==> src/rtl/bpu_pkg.sv <==
// Shared types for the branch-prediction unit: BTB update controller state and update record.
package bpu_pkg;

    typedef enum logic {
        SWEEP = 1'b0,
        RUN   = 1'b1
    } btb_uc_state_e;

    typedef struct packed {
        logic [29:0] pc;
        logic [29:0] bta;
        logic [1:0]  br_type;
    } btb_upd_t;

    // Branch-type value written into invalidated entries.
    localparam logic [1:0] BR_PC_RELATIVE = 2'd0;

endpackage

==> src/rtl/rr_arbiter.sv <==
// Round-robin arbiter: one-hot grant to the first request at or after the pointer (cyclic).
module rr_arbiter #(
    parameter int N = 2
) (
    input  logic         clk,
    input  logic         rst,
    input  logic [N-1:0] i_req,
    input  logic         i_en,
    output logic [N-1:0] o_grant
);

    localparam int PW = (N > 1) ? $clog2(N) : 1;

    logic [PW-1:0] r_ptr;
    logic [PW-1:0] w_idx;
    logic [PW-1:0] w_gidx;
    logic          w_found;

    always_comb begin
        o_grant = '0;
        w_idx   = '0;
        w_gidx  = '0;
        w_found = 1'b0;
        for (int k = 0; k < N; k++) begin
            w_idx = PW'((int'(r_ptr) + k) % N);
            if (i_en && !w_found && i_req[w_idx]) begin
                w_found = 1'b1;
                w_gidx  = w_idx;
            end
        end
        if (w_found) begin
            o_grant[w_gidx] = 1'b1;
        end
    end

    // Pointer moves just past the winner so it has lowest priority next time.
    always_ff @(posedge clk or posedge rst) begin
        if (rst) begin
            r_ptr <= '0;
        end else if (w_found) begin
            r_ptr <= (w_gidx == PW'(N - 1)) ? '0 : w_gidx + 1'b1;
        end
    end

endmodule

==> src/rtl/btb_update_ctrl.sv <==
// BTB write-port scheduler: round-robin intake of branch updates into a small FIFO drained
// one per cycle, plus the full-BTB invalidation sweep after reset and on flush.
module btb_update_ctrl
    import bpu_pkg::*;
#(
    parameter int ADDR_WIDTH = 10,
    parameter int FIFO_DEPTH = 4,
    parameter int N_REQ      = 2
) (
    input  logic                   clk,
    input  logic                   rst,
    input  logic                   flush_i,
    input  logic [N_REQ-1:0]       req_valid_i,
    output logic [N_REQ-1:0]       req_ready_o,
    input  logic [N_REQ-1:0][29:0] req_pc_i,
    input  logic [N_REQ-1:0][29:0] req_bta_i,
    input  logic [N_REQ-1:0][1:0]  req_br_type_i,
    output logic                   busy_o,
    output logic                   wr_en_o,
    output logic                   wr_valid_o,
    output logic [29:0]            wr_pc_o,
    output logic [29:0]            wr_bta_o,
    output logic [1:0]             wr_br_type_o
);

    localparam int PTR_W = $clog2(FIFO_DEPTH);
    localparam logic [ADDR_WIDTH-1:0] SWEEP_LAST = '1;

    btb_uc_state_e         r_state, w_state_nxt;
    logic [ADDR_WIDTH-1:0] r_sweep_cnt, w_cnt_nxt;
    btb_upd_t              r_mem [FIFO_DEPTH];
    logic [PTR_W:0]        r_wr_ptr, r_rd_ptr;

    logic                  w_empty, w_full;
    logic                  w_arb_en, w_push, w_pop;
    logic [N_REQ-1:0]      w_grant;
    btb_upd_t              w_in, w_head;

    assign w_empty  = (r_wr_ptr == r_rd_ptr);
    assign w_full   = (r_wr_ptr[PTR_W] != r_rd_ptr[PTR_W]) &&
                      (r_wr_ptr[PTR_W-1:0] == r_rd_ptr[PTR_W-1:0]);
    // A full FIFO refuses requests even while its head drains: no bypass path.
    assign w_arb_en = (r_state == RUN) && !flush_i && !w_full;
    assign w_push   = |w_grant;
    assign w_pop    = (r_state == RUN) && !flush_i && !w_empty;
    assign w_head   = r_mem[r_rd_ptr[PTR_W-1:0]];

    rr_arbiter #(.N(N_REQ)) u_arb (
        .clk     (clk),
        .rst     (rst),
        .i_req   (req_valid_i),
        .i_en    (w_arb_en),
        .o_grant (w_grant)
    );

    always_comb begin
        w_in = '0;
        for (int k = 0; k < N_REQ; k++) begin
            if (w_grant[k]) begin
                w_in = {req_pc_i[k], req_bta_i[k], req_br_type_i[k]};
            end
        end
    end

    always_comb begin
        w_state_nxt  = r_state;
        w_cnt_nxt    = r_sweep_cnt;
        req_ready_o  = w_grant;
        busy_o       = 1'b0;
        wr_en_o      = 1'b0;
        wr_valid_o   = 1'b0;
        wr_pc_o      = '0;
        wr_bta_o     = '0;
        wr_br_type_o = BR_PC_RELATIVE;
        if (r_state == SWEEP) begin
            busy_o                  = 1'b1;
            wr_en_o                 = 1'b1;
            wr_pc_o[ADDR_WIDTH:1]   = r_sweep_cnt;
            if (flush_i) begin
                w_cnt_nxt = '0;
            end else if (r_sweep_cnt == SWEEP_LAST) begin
                w_cnt_nxt   = '0;
                w_state_nxt = RUN;
            end else begin
                w_cnt_nxt = r_sweep_cnt + 1'b1;
            end
        end else begin
            wr_en_o      = w_pop;
            wr_valid_o   = 1'b1;
            wr_pc_o      = w_head.pc;
            wr_bta_o     = w_head.bta;
            wr_br_type_o = w_head.br_type;
            if (flush_i) begin
                w_state_nxt = SWEEP;
                w_cnt_nxt   = '0;
            end
        end
    end

    always_ff @(posedge clk or posedge rst) begin
        if (rst) begin
            r_state     <= SWEEP;
            r_sweep_cnt <= '0;
        end else begin
            r_state     <= w_state_nxt;
            r_sweep_cnt <= w_cnt_nxt;
        end
    end

    always_ff @(posedge clk or posedge rst) begin
        if (rst) begin
            r_wr_ptr <= '0;
            r_rd_ptr <= '0;
        end else if ((r_state == RUN) && flush_i) begin
            r_wr_ptr <= '0;
            r_rd_ptr <= '0;
        end else begin
            if (w_push) begin
                r_wr_ptr <= r_wr_ptr + 1'b1;
            end
            if (w_pop) begin
                r_rd_ptr <= r_rd_ptr + 1'b1;
            end
        end
    end

    always_ff @(posedge clk) begin
        if (w_push) begin
            r_mem[r_wr_ptr[PTR_W-1:0]] <= w_in;
        end
    end

endmodule

==> config.mk <==
export PLATFORM = sky130hd
export DESIGN_NAME = btb_update_ctrl
export DESIGN_NICKNAME = d
export VERILOG_FILES = /design/src/rtl/bpu_pkg.sv /design/src/rtl/rr_arbiter.sv /design/src/rtl/btb_update_ctrl.sv
export SDC_FILE = /design/constraint.sdc
export NUM_CORES = 1
export LEC_CHECK = 0
export CAP_MARGIN = 15
export CORE_AREA = 3 3 163 181
export CTS_CLUSTER_SIZE = 30
export DETAILED_ROUTE_END_ITERATION = 8
export DIE_AREA = 0 0 166 184
export PLACE_DENSITY = 0.6
export SYNTH_ARGS = -nofsm -noshare
export SYNTH_HDL_FRONTEND = slang
export SYNTH_HIERARCHICAL = 1
export SYNTH_SLANG_ARGS = --single-unit
==> constraint.sdc <==
create_clock -name clk -period 8.55 [get_ports clk]
set_input_delay 1.71 -clock clk [delete_from_list [all_inputs] [get_ports clk]]
set_output_delay 1.71 -clock clk [all_outputs]
set_load 0.01 [all_outputs]
# --- Word-level counts from Yosys, hierarchy flattened ---
# Memories as Yosys holds them, arrays and structs flattened.
# Index checks and enable logic that the tools add are counted.
word_totals:
  ff_bits: 18
  ramBits: 248
  out_inout_bits: 67
  elab_cells: 72
  memories: 1
memory_table:
  columns: ["name", "words", "width", "read_ports", "rd_clocked_by_memory_dff", "write_ports", "line_no", "text"]
  rows:
  - ["r_mem", 4, 62, 1, 0, 1, "btb_update_ctrl.sv:31", "btb_upd_t r_mem [FIFO_DEPTH];"]
classes:
  addsub: 5
  n_lt_le_gt_ge: 4
  eq_ne: 5
  mux: 36
  n_reduce_logical: 16
op_table:
  columns: ["operator", "count"]
  rows:
  - ["two-way mux 62 bit", 2]
  - ["two-way mux 10 bit", 5]
  - ["two-way mux 30 bit", 1]
  - ["two-way mux 1 bit", 20]
  - ["two-way mux 19 bit", 1]
  - ["two-way mux 3 bit", 4]
  - ["adder 10 x 1 -> 10 bit, second input constant", 1]
  - ["equality test 10 bit, second input constant", 1]
  - ["logical AND 1 bit", 9]
  - ["adder 3 x 1 -> 3 bit, second input constant", 2]
  - ["< comparator 1 x 2 -> 1 bit, second input constant", 3]
  - ["logical NOT 1 bit", 4]
  - ["two-way mux 2 bit", 2]
  - ["nonzero test 2 bit", 2]
  - ["equality test 3 bit", 1]
  - ["adder 1 bit, second input constant", 2]
  - ["equality test 2 bit", 1]
  - ["inequality test 2 bit, second input constant", 1]
  - ["OR reduction 2 bit", 1]
  - ["demux 1 bit (select 1 bit)", 1]
  - [">= comparator 1 bit, second input constant", 1]
  - ["inequality test 1 bit", 1]

# --- Longest topological paths before layout ---
# Gate-level depths: netlist (run 1).
logic_depth:
  depth_word: 18
  ltp_mapped: 11
  depth_no_buf: 9

# --- By module ---
# The synthesis (run 1) kept the hierarchy.
modules_own_cells:
  columns: ["mod", "n_inst", "cells_each", "area_each_um2", "seq_area_each_um2"]
  rows:
  - ["btb_update_ctrl", 1, 582, 11015.6, 7872.6]
  - ["rr_arbiter", 1, 9, 65.1, 25.0]

# --- Worst setup path after synthesis (run 1) ---
# Ideal clock, no wire load.
synth_path:
  kind: "input-to-reg"
  startpoint: "input flush_i"
  endpoint: "memory r_mem[3][0] in the netlist's numbering (enable)"
  setup_ps: 493
  arrival_ps: 5790
  t_required_ps: 8057
  slack_ps: 2267
  stages: 9
  path_buffers: 2
  path_cell_list: "clkbuf_1 -> inv_1 -> nand2_1 -> a31oi_1 -> nand2_1 -> a21oi_1 -> buf_2 -> nor2_1 -> nor2b_1"
synth_between:
  elab_chain_len: 17
  word_cells_on_any_way: 20
  classes_between: "2 x order compare; 9 x mux; 9 x reduce/logical"
synth_lines:
  columns: ["item", "line_no", "text"]
  rows:
  - ["from (decl)", "btb_update_ctrl.sv:12", "input logic flush_i,"]
  - ["logical NOT 1 bit *", "btb_update_ctrl.sv:43", "assign w_arb_en = (r_state == RUN) && !flush_i && !w_full;"]
  - ["logical AND 1 bit * (2 in a row)", "btb_update_ctrl.sv:43", null]
  - ["net w_arb_en", "btb_update_ctrl.sv:35", "logic w_arb_en, w_push, w_pop;"]
  - ["logical AND 1 bit", "rr_arbiter.sv:26", "if (i_en && !w_found && i_req[w_idx]) begin"]
  - ["two-way mux 1 bit", "rr_arbiter.sv:26", null]
  - ["logical NOT 1 bit", "rr_arbiter.sv:26", null]
  - ["logical AND 1 bit (2 in a row)", "rr_arbiter.sv:26", null]
  - ["two-way mux 1 bit", "rr_arbiter.sv:26", null]
  - ["< comparator 1 x 2 -> 1 bit (implied by the code) / >= comparator 1 bit (equally long branches)", "rr_arbiter.sv:32", "o_grant[w_gidx] = 1'b1;"]
  - ["logical AND 1 bit (implied by the code)", "rr_arbiter.sv:32", null]
  - ["two-way mux 1 bit (implied by the code)", "rr_arbiter.sv:32", null]
  - ["demux 1 bit (select 1 bit)", null, null]
  - ["two-way mux 2 bit *", "rr_arbiter.sv:31", "if (w_found) begin"]
  - ["net req_ready_o[1]", "btb_update_ctrl.sv:14", "output logic [N_REQ-1:0] req_ready_o,"]
  - ["OR reduction 2 bit *", "btb_update_ctrl.sv:44", "assign w_push = |w_grant;"]
  - ["two-way mux 1 bit *", "btb_update_ctrl.sv:128", "if (w_push) begin"]
  - ["two-way mux 1 bit (implied by the code) *", "btb_update_ctrl.sv:129", "r_mem[r_wr_ptr[PTR_W-1:0]] <= w_in;"]
  - ["to (decl)", "btb_update_ctrl.sv:31", null]
# Mark *: on every way through the listed nets, which the timed path passes. The rest lies on a longest branch.

# --- Worst setup path after layout (run 1) ---
layout_path:
  startpoint: "input flush_i"
  endpoint: "output req_ready_o[0]"
layout_between:
  elab_chain_len: 14
  word_cells_on_any_way: 17
  classes_between: "2 x order compare; 7 x mux; 8 x reduce/logical"
layout_lines:
  columns: ["item", "line_no"]
  rows:
  - ["logical NOT 1 bit *", "btb_update_ctrl.sv:43"]
  - ["logical AND 1 bit * (2 in a row)", "btb_update_ctrl.sv:43"]
  - ["net w_arb_en", "btb_update_ctrl.sv:35"]
  - ["logical AND 1 bit", "rr_arbiter.sv:26"]
  - ["two-way mux 1 bit", "rr_arbiter.sv:26"]
  - ["logical NOT 1 bit", "rr_arbiter.sv:26"]
  - ["logical AND 1 bit (2 in a row)", "rr_arbiter.sv:26"]
  - ["two-way mux 1 bit", "rr_arbiter.sv:26"]
  - ["< comparator 1 x 2 -> 1 bit (implied by the code) / >= comparator 1 bit (equally long branches)", "rr_arbiter.sv:32"]
  - ["logical AND 1 bit (implied by the code)", "rr_arbiter.sv:32"]
  - ["two-way mux 1 bit (implied by the code)", "rr_arbiter.sv:32"]
  - ["demux 1 bit (select 1 bit)", null]
  - ["two-way mux 2 bit *", "rr_arbiter.sv:31"]
  - ["to (decl)", "btb_update_ctrl.sv:14"]
# Marks and branches as above.

==> results.toml, run 1 <==
[yosys]
yosys_warnings = 6
synth.most_common_cell = "edfxtp_1"
ys_ff_latch = 266
yosysTopAreaCell = "edfxtp_1"
netlist_area_mm2 = 0.0111
syn_inst = 591
yosysUniqueCellTypes = 37
synthTopCellsByArea = "edfxtp_1, mux4_2, a22o_1"
synthFlopType = "edfxtp_1"
yosys-top-cells-count = "edfxtp_1, a22o_1, mux4_2"
avgSynthCellArea_um2 = 18.7
synthArstFlopShare_pct = 6.77
yosysTopAreaCellShare_pct = 67.2
ys_seq_area_share_pct = 71.3
synth_fp_nets = 726
synth_edf_count = 248

[clocking]
hold_buffers = 0
ctsResizeCount = 0
cts-root-buf = "clkbuf_16"
cts_tree = "yes"
post_cts_buffers = 0
clkTransAtPathRegs_ps = 60
clock_latency_ps = 520
cts_buffers = 27
ctsHtreeMaxLevel = 1
clockBufferDepth = 3
clock_sinks = 266

[detailed_routing]
first_iter_violations = 378
avgRoutedWirePerCell_um = 21.8
drt_wl_total_um = 25400
viasPerCell = 5.25
dr_total_vias = 6122
firstDrtPassIters = 4
drc = 0
detail-route-antenna-nets = 0

[global_route]
grt_usage_pct = 16.1
grt_pass1_vias = 6730
grt-ovfl-total = 0
grt_max_degree = 82
grt_pass1_wl_um = 38400
antenna_found_initial = 0

[floorplan]
io_pins = 196
num_rows = 64
die_w_um = 166
core-area_mm2 = 0.0278
start_util_pct = 39.9
die_h_um = 184
dieArea_mm2 = 0.0305

[layout]
area_growth_pct = 29.0
nets = 920
layout.cells.non_filler = 1167
final_core_util_pct = 51.4
n_antenna_cell = 0
layout-drive-gt1-share_pct = 15.9

[timing]
worst_clock_skew_ps = 16.5
tns_ps = 0
fmax_mhz = 164
fin_crit_sh_pct = 71.2
finalHoldViolCount = 0
rsz0062_at_grt = "no"
drv_slew = 0
layout_setup_ws_ps = 2460
setup_viol = 0
worst_slew_pin_slew_ps = 1070
relSlewSlack_pct = 28.3
period_minus_slack_ps = 6090

[placement]
port_buffers = 195
gp_congestion = 0.743
place.detailed.hpwl_um = 16200
dpl_worst_slack_ps = 2200
placed_cells = 1119

[power]
finalPower_uw = 2700
combPwrFrac_pct = 5.9
p_clk_share_pct = 41.4
p_sw_share_pct = 19.4
p_sw_uw = 524
power_leakage_uw = 0.00512
power.internal_uw = 2180
power.density_mw_per_mm2 = 189
p_seq_share_pct = 52.7
ir_drop_mv = 0.110

[run]
drv_cap = 0

[hold_path]
hold-path-endpoint = "r_rd_ptr[2]$_DFFE_PP0P_"
hp-class = "reg -> reg"
min-delay-start = "r_rd_ptr[2]$_DFFE_PP0P_"
hold-path-cell-count = 2

[worst_setup_path]
r2r_cells = 9
regToRegStartpoint = "r_rd_ptr[0]$_DFFE_PP0P_"
worst_ep_arrival_time_ps = 4380
end_kind = "output port"
cp.required_ps = 6840
critPathMaxFanout = 19
path_class = "in -> out"
reg2reg_to = "r_mem[2][10]$_DFFE_PP_"
worstSetupStartpointType = "input pin"
reg2reg_slack_ps = 3170

[status]
status = "completed"
-- cells in the final DEF (no fill, tap or decap), types with 7 or more instances in the layout --
master	instances
edfxtp_1	248
clkdlybuf4s50_1	195
a22o_1	62
mux4_2	62
and2_1	53
clkbuf_16	27
nand2_1	16
dfrtp_1	15
nor2_1	10
a21oi_1	9
inv_1	8
mux2_2	8
clkbuf_1	7
-- kinds of logic after synthesis --
group | count (synthesis) | share of synthesized area, %
flip-flops | 266 | 71.3
AND/OR/NAND/NOR | 105 | 5.41
AO/OA/AOI/OAI | 87 | 6.28
multiplexers | 71 | 13.5
buffers and inverters | 47 | 2.15
XOR/XNOR | 9 | 0.711
adder cells (fa/ha/maj) | 6 | 0.677
-- stage by stage --
step                      instance area (um^2)  hold WS, ps
after global placement                   13400          539
after floorplan                          11100          511
final                                    14300          575
after global routing                     14300          609
after detailed placement                 13400          557
after CTS                                14300          579
-- cell type report --
cell class | instances | area [um^2]
fill | 2250 | 13500
timing repair buffer | 204 | 2060
clock buffer | 37 | 743
sequential | 266 | 7910
inverter | 8 | 30.0
clock inverter | 11 | 109
tap | 363 | 454
multi-input combinational | 278 | 2990
-- worst max path at each step --
stage | start | to | slack [ps] | cells past startpoint
after global placement | flush_i | r_mem[2][12]$_DFFE_PP_ | 2330 | 10
after global routing | flush_i | req_ready_o[0] | 2260 | 7
after detailed placement | flush_i | r_mem[2][14]$_DFFE_PP_ | 2200 | 10
after floorplan | flush_i | r_mem[3][0]$_DFFE_PP_ | 2270 | 9
final | flush_i | req_ready_o[0] | 2460 | 7
after CTS | flush_i | req_ready_o[0] | 2420 | 7
-- sequential cells by signal (all words and copies together) (netlist names) --
| name | flops |
|---|---|
| r_rd_ptr | 3 |
| r_mem | 248 |
| u_arb/r_ptr | 1 |
| r_wr_ptr | 3 |
| r_state | 1 |
| r_sweep_cnt | 10 |
-- power groups by stage --
stage / Combinational, uW / Clock (uW) / Sequential, uW
2_1_floorplan: 92.6 / 0 / 1440
3_3_place_gp: 161 / 0 / 1450
3_5_place_dp: 162 / 0 / 1450
4_1_cts: 162 / 1150 / 1430
5_1_grt: 170 / 1200 / 1430
6_report: 158 / 1120 / 1420
-- critical path: stages --
cell	delay, ps
clkdlybuf4s50_1	760
inv_1	230
nand2_1	100
a31oi_1	370
nand2_1	170
a21oi_1	410
clkdlybuf4s50_1	630
-- routing by layer --
metal	track usage, %	vias up	wire [um]
met5	0	-	0
met4	4.43	0	541
met1	20.2	3127	10200
met3	2.49	37	1060
met2	29.5	172	13600
li1	-	2786	-
Note: power is estimated with default switching activity, not from simulation.
==> run 2, diff against run 1 <==
- clock period: 8.55 -> 6.3 ns (I/O delays scaled with it)
==> results.toml, run 2 (synthesis results as in run 1) <==
[layout]
nets = 925
largest_reg_flops = 248
n_antenna_cell = 0
layout_commonest_cell = "edfxtp_1"
fillers = 2246
layout-drive-gt1-share_pct = 16.7
design_area_mm2 = 0.0143
area_growth_pct = 29.5
final_cell_mix = "edfxtp_1, clkdlybuf4s50_1, a22o_1, mux4_2, and2_1"

[power]
power_leakage_uw = 0.00515
power.density_mw_per_mm2 = 258
ir_drop_mv = 0.151

[worst_setup_path]
regToRegStartpoint = "r_rd_ptr[0]$_DFFE_PP0P_"
critPathMaxFanout = 21
endpoint = "req_ready_o[1]"
critPathSlowestCell = "clkdlybuf4s50_1"
path_class = "in -> out"
reg2reg_to = "r_mem[3][23]$_DFFE_PP_"
cp.required_ps = 5040
startpoint = "flush_i"
worst_ep_arrival_time_ps = 3620
reg2reg_slack_ps = 2230
end_kind = "output port"
crit_chain = "clkdlybuf4s50_1, buf_4, inv_1, nand2_1, a31oi_1, nand2_1, a21oi_4, clkdlybuf4s50_1"
cpPeakStageDelay_ps = 660
worstSetupStartpointType = "input pin"
r2r_cells = 8

[floorplan]
io_pins = 196
core-area_mm2 = 0.0278
die_h_um = 184
num_rows = 64
start_util_pct = 39.9
die_w_um = 166
dieArea_mm2 = 0.0305

[global_route]
grt_pass1_vias = 6819
antenna_found_initial = 0
grt_pass1_wl_um = 38200
grt_max_degree = 82
grt-ovfl-total = 0
grt_usage_pct = 16.0

[timing]
fmax_mhz = 205
whs_ps = 590
rsz0062_at_grt = "no"
drv_slew = 0
setup_viol = 0
fin_crit_sh_pct = 77.5
finalHoldViolCount = 0
worst_slew_pin_slew_ps = 959
relSlewSlack_pct = 36.0
tns_ps = 0
period_minus_slack_ps = 4880
worst_clock_skew_ps = 8.13

[clocking]
clkTransAtPathRegs_ps = 60
ctsResizeCount = 0
clockBufferDepth = 3
cts-root-buf = "clkbuf_16"
cts_tree = "yes"
clock_latency_ps = 520
clock_sinks = 266
ctsHtreeMaxLevel = 1
hold_buffers = 0
cts_buffers = 26
post_cts_buffers = 0

[detailed_routing]
first_iter_violations = 392
dr_total_vias = 6160
viasPerCell = 5.26
drc = 0
drt_wl_total_um = 24900
firstDrtPassIters = 5
avgRoutedWirePerCell_um = 21.2
detail-route-antenna-nets = 0

[placement]
port_buffers = 195
gp_congestion = 0.785
placed_area_mm2 = 0.0135
place.detailed.hpwl_um = 15900

[hold_path]
hp-class = "reg -> reg"

[status]
status = "completed"

[run]
drv_cap = 0
run 2: how the worst min path moves through the flow:
stage | start | endpoint | slack [ps] | cells past startpoint
after floorplan | r_sweep_cnt[7]$_DFFE_PP0N_ | r_sweep_cnt[7]$_DFFE_PP0N_ | 510 | 1
after global placement | r_rd_ptr[2]$_DFFE_PP0P_ | r_rd_ptr[2]$_DFFE_PP0P_ | 540 | 2
after detailed placement | r_sweep_cnt[1]$_DFFE_PP0N_ | r_sweep_cnt[1]$_DFFE_PP0N_ | 570 | 2
after CTS | r_sweep_cnt[1]$_DFFE_PP0N_ | r_sweep_cnt[1]$_DFFE_PP0N_ | 580 | 2
after global routing | r_rd_ptr[2]$_DFFE_PP0P_ | r_rd_ptr[2]$_DFFE_PP0P_ | 630 | 2
final | r_sweep_cnt[1]$_DFFE_PP0N_ | r_sweep_cnt[1]$_DFFE_PP0N_ | 590 | 2
run 2: where the power goes:
group          internal [uW]  leakage (uW)  switching [uW]
clock network            947      0.000419             604
registers               1910       0.00292            28.9
logic                    142       0.00181            66.4
total                   3000       0.00515             699
run 2: final cells by class:
class,instances,area [um^2],share of cell area [%]
Tap cell,363,454,3.17
Clock buffer,33,698,4.87
Multi-Input combinational cell,278,2990,20.9
Timing Repair Buffer,210,2090,14.6
Sequential cell,266,7910,55.1
Clock inverter,14,175,1.22
Inverter,8,30.0,0.209
run 2: worst max-delay path: cells and delay by family:
kind / cells / cell delay [ps]
buffers and inverters: 4 / 1370
AOI/OAI and AO/OA: 2 / 760
and+or+nand+nor: 2 / 210
run 2: per-stage QoR:
stage | power, uW | setup WS (ps) | std cells | util [%]
finish | 3700 | 1420 | 1172 | 51.6
global route | 3830 | 1200 | 1172 | 51.6
CTS | 3740 | 1400 | 1172 | 51.6
detailed placement | 2190 | 1400 | 1125 | 48.5
global placement | 2190 | 1410 | 1125 | 48.5
floorplan | 2080 | 467 | 591 | -
run 2: metal layers:
layer	track usage [%]	routed length, um
met1	19.8	9850
met2	29.9	13600
met3	1.91	945
met4	4.33	476
met5	0	0
==> run 3, diff against run 2 <==
- PLACE_DENSITY: 0.6 -> 0.62
- clock period: 6.3 -> 4.3 ns (I/O delays scaled with it)
==> results.toml, run 3 (synthesis results as in run 1) <==
[worst_setup_path]
crit_chain = "buf_12, mux4_2, mux2_2, clkdlybuf4s50_1"
cp.required_ps = 3440
path_delay_family = "multiplexers"
path_buf_inv = 2
worst_ep_arrival_time_ps = 3090
critPathMaxFanout = 41
reg2reg_to = "r_mem[0][49]$_DFFE_PP_"
crit_cells = 4
regToRegStartpoint = "r_rd_ptr[0]$_DFFE_PP0P_"
cpPeakStageDelay_ps = 760
endpoint = "wr_pc_o[3]"
critPathSlowestCell = "dfrtp_4"
path_class = "reg -> out"
reg2reg_slack_ps = 980
startpoint = "r_rd_ptr[0]$_DFFE_PP0P_"
r2r_cells = 7
worstSetupStartpointType = "register"
end_kind = "output port"

[layout]
final_cell_mix = "edfxtp_1, clkdlybuf4s50_1, a22o_1, mux4_2, and2_1"
largest_reg_flops = 248
area_growth_pct = 29.8
layout-drive-gt1-share_pct = 17.2
fillers = 2215
layout.cells.non_filler = 1175
n_antenna_cell = 0
layout_commonest_cell = "edfxtp_1"
nets = 930

[power]
ir_drop_mv = 0.292
power.density_mw_per_mm2 = 370
power_leakage_uw = 0.00518

[floorplan]
die_h_um = 184
start_util_pct = 39.9
dieArea_mm2 = 0.0305
num_rows = 64
core-area_mm2 = 0.0278
die_w_um = 166
io_pins = 196

[global_route]
grt_pass1_vias = 6689
grt_pass1_wl_um = 39300
grt_max_degree = 82
grt-ovfl-total = 0
antenna_found_initial = 0
grt_usage_pct = 16.5

[clocking]
cts_tree = "yes"
cts_buffers = 27
clockBufferDepth = 3
clkTransAtPathRegs_ps = 60
clock_latency_ps = 530
ctsResizeCount = 0
cts-root-buf = "clkbuf_16"
ctsHtreeMaxLevel = 1
clock_sinks = 266
hold_buffers = 0
post_cts_buffers = 0

[detailed_routing]
viasPerCell = 5.31
firstDrtPassIters = 6
avgRoutedWirePerCell_um = 21.8
detail-route-antenna-nets = 0
first_iter_violations = 438
drt_wl_total_um = 25600
drc = 0
dr_total_vias = 6241

[timing]
fmax_mhz = 253
worst_slew_pin_slew_ps = 881
tns_ps = 0
drv_slew = 0
rsz0062_at_grt = "no"
worst_clock_skew_ps = 9.83
finalHoldViolCount = 0
period_minus_slack_ps = 3950
setup_viol = 0
fin_crit_sh_pct = 91.9
relSlewSlack_pct = 41.1
whs_ps = 542

[run]
drv_cap = 0

[placement]
place.detailed.hpwl_um = 16900
port_buffers = 195
gp_congestion = 0.839
placed_cells = 1129

[hold_path]
hp-class = "in -> async"

[status]
status = "completed"
run 3: cell types whose count changed in the layout (fill, tap and decap cells not counted), sizes merged:
cell / before / now
buf: 15 / 19
clkinv: 7 / 9
bufinv: 4 / 1
inv: 8 / 9
clkbuf: 33 / 34
clkinvlp: 3 / 1
run 3: worst min path at each step:
stage,from,end
after global placement,r_rd_ptr[2]$_DFFE_PP0P_,r_rd_ptr[2]$_DFFE_PP0P_
after global routing,rst,u_arb/r_ptr$_DFFE_PP0P_
final,rst,u_arb/r_ptr$_DFFE_PP0P_
after CTS,rst,u_arb/r_ptr$_DFFE_PP0P_
after floorplan,r_sweep_cnt[7]$_DFFE_PP0N_,r_sweep_cnt[7]$_DFFE_PP0N_
after detailed placement,r_rd_ptr[2]$_DFFE_PP0P_,r_rd_ptr[2]$_DFFE_PP0P_
run 3: area by class of cell:
class / count / area (um^2) / area share (%)
Clock buffer: 34 / 742 / 5.16
Clock inverter: 12 / 87.6 / 0.609
Inverter: 8 / 30.0 / 0.209
Multi-Input combinational cell: 278 / 2990 / 20.8
Sequential cell: 266 / 7910 / 55.0
Tap cell: 363 / 454 / 3.16
Timing Repair Buffer: 214 / 2170 / 15.1
run 3: worst register-to-register path, delay by kind of cell (launching register included):
kind | cells | cell delay, ps
and+or+nand+nor | 2 | 770
buffers and inverters | 1 | 540
xor gates and xnor gates | 1 | 240
DFF | 1 | 760
AOI/OAI and AO/OA | 3 | 850
run 3: metal layers:
layer,wire length [um],track usage [%]
met1,10200,20.9
met2,13600,29.6
met3,1080,2.17
met4,751,5.16
met5,0,0
run 3: per-stage QoR:
stage               power (uW)  utilization [%]  setup slack [ps]  area, um^2
detailed placement        3220             48.8               523       13600
CTS                       5370             51.8               257       14400
global route              5510             51.8               166       14400
finish                    5320             51.8               349       14400
global placement          3210             48.8               605       13600
floorplan                 3040                -             -1080       11100
run 3: power by group:
part	total (uW)	internal, uW	switching, uW
logic	322	211	111
clock network	2160	1270	895
registers	2830	2800	35.6
total	5320	4280	1040
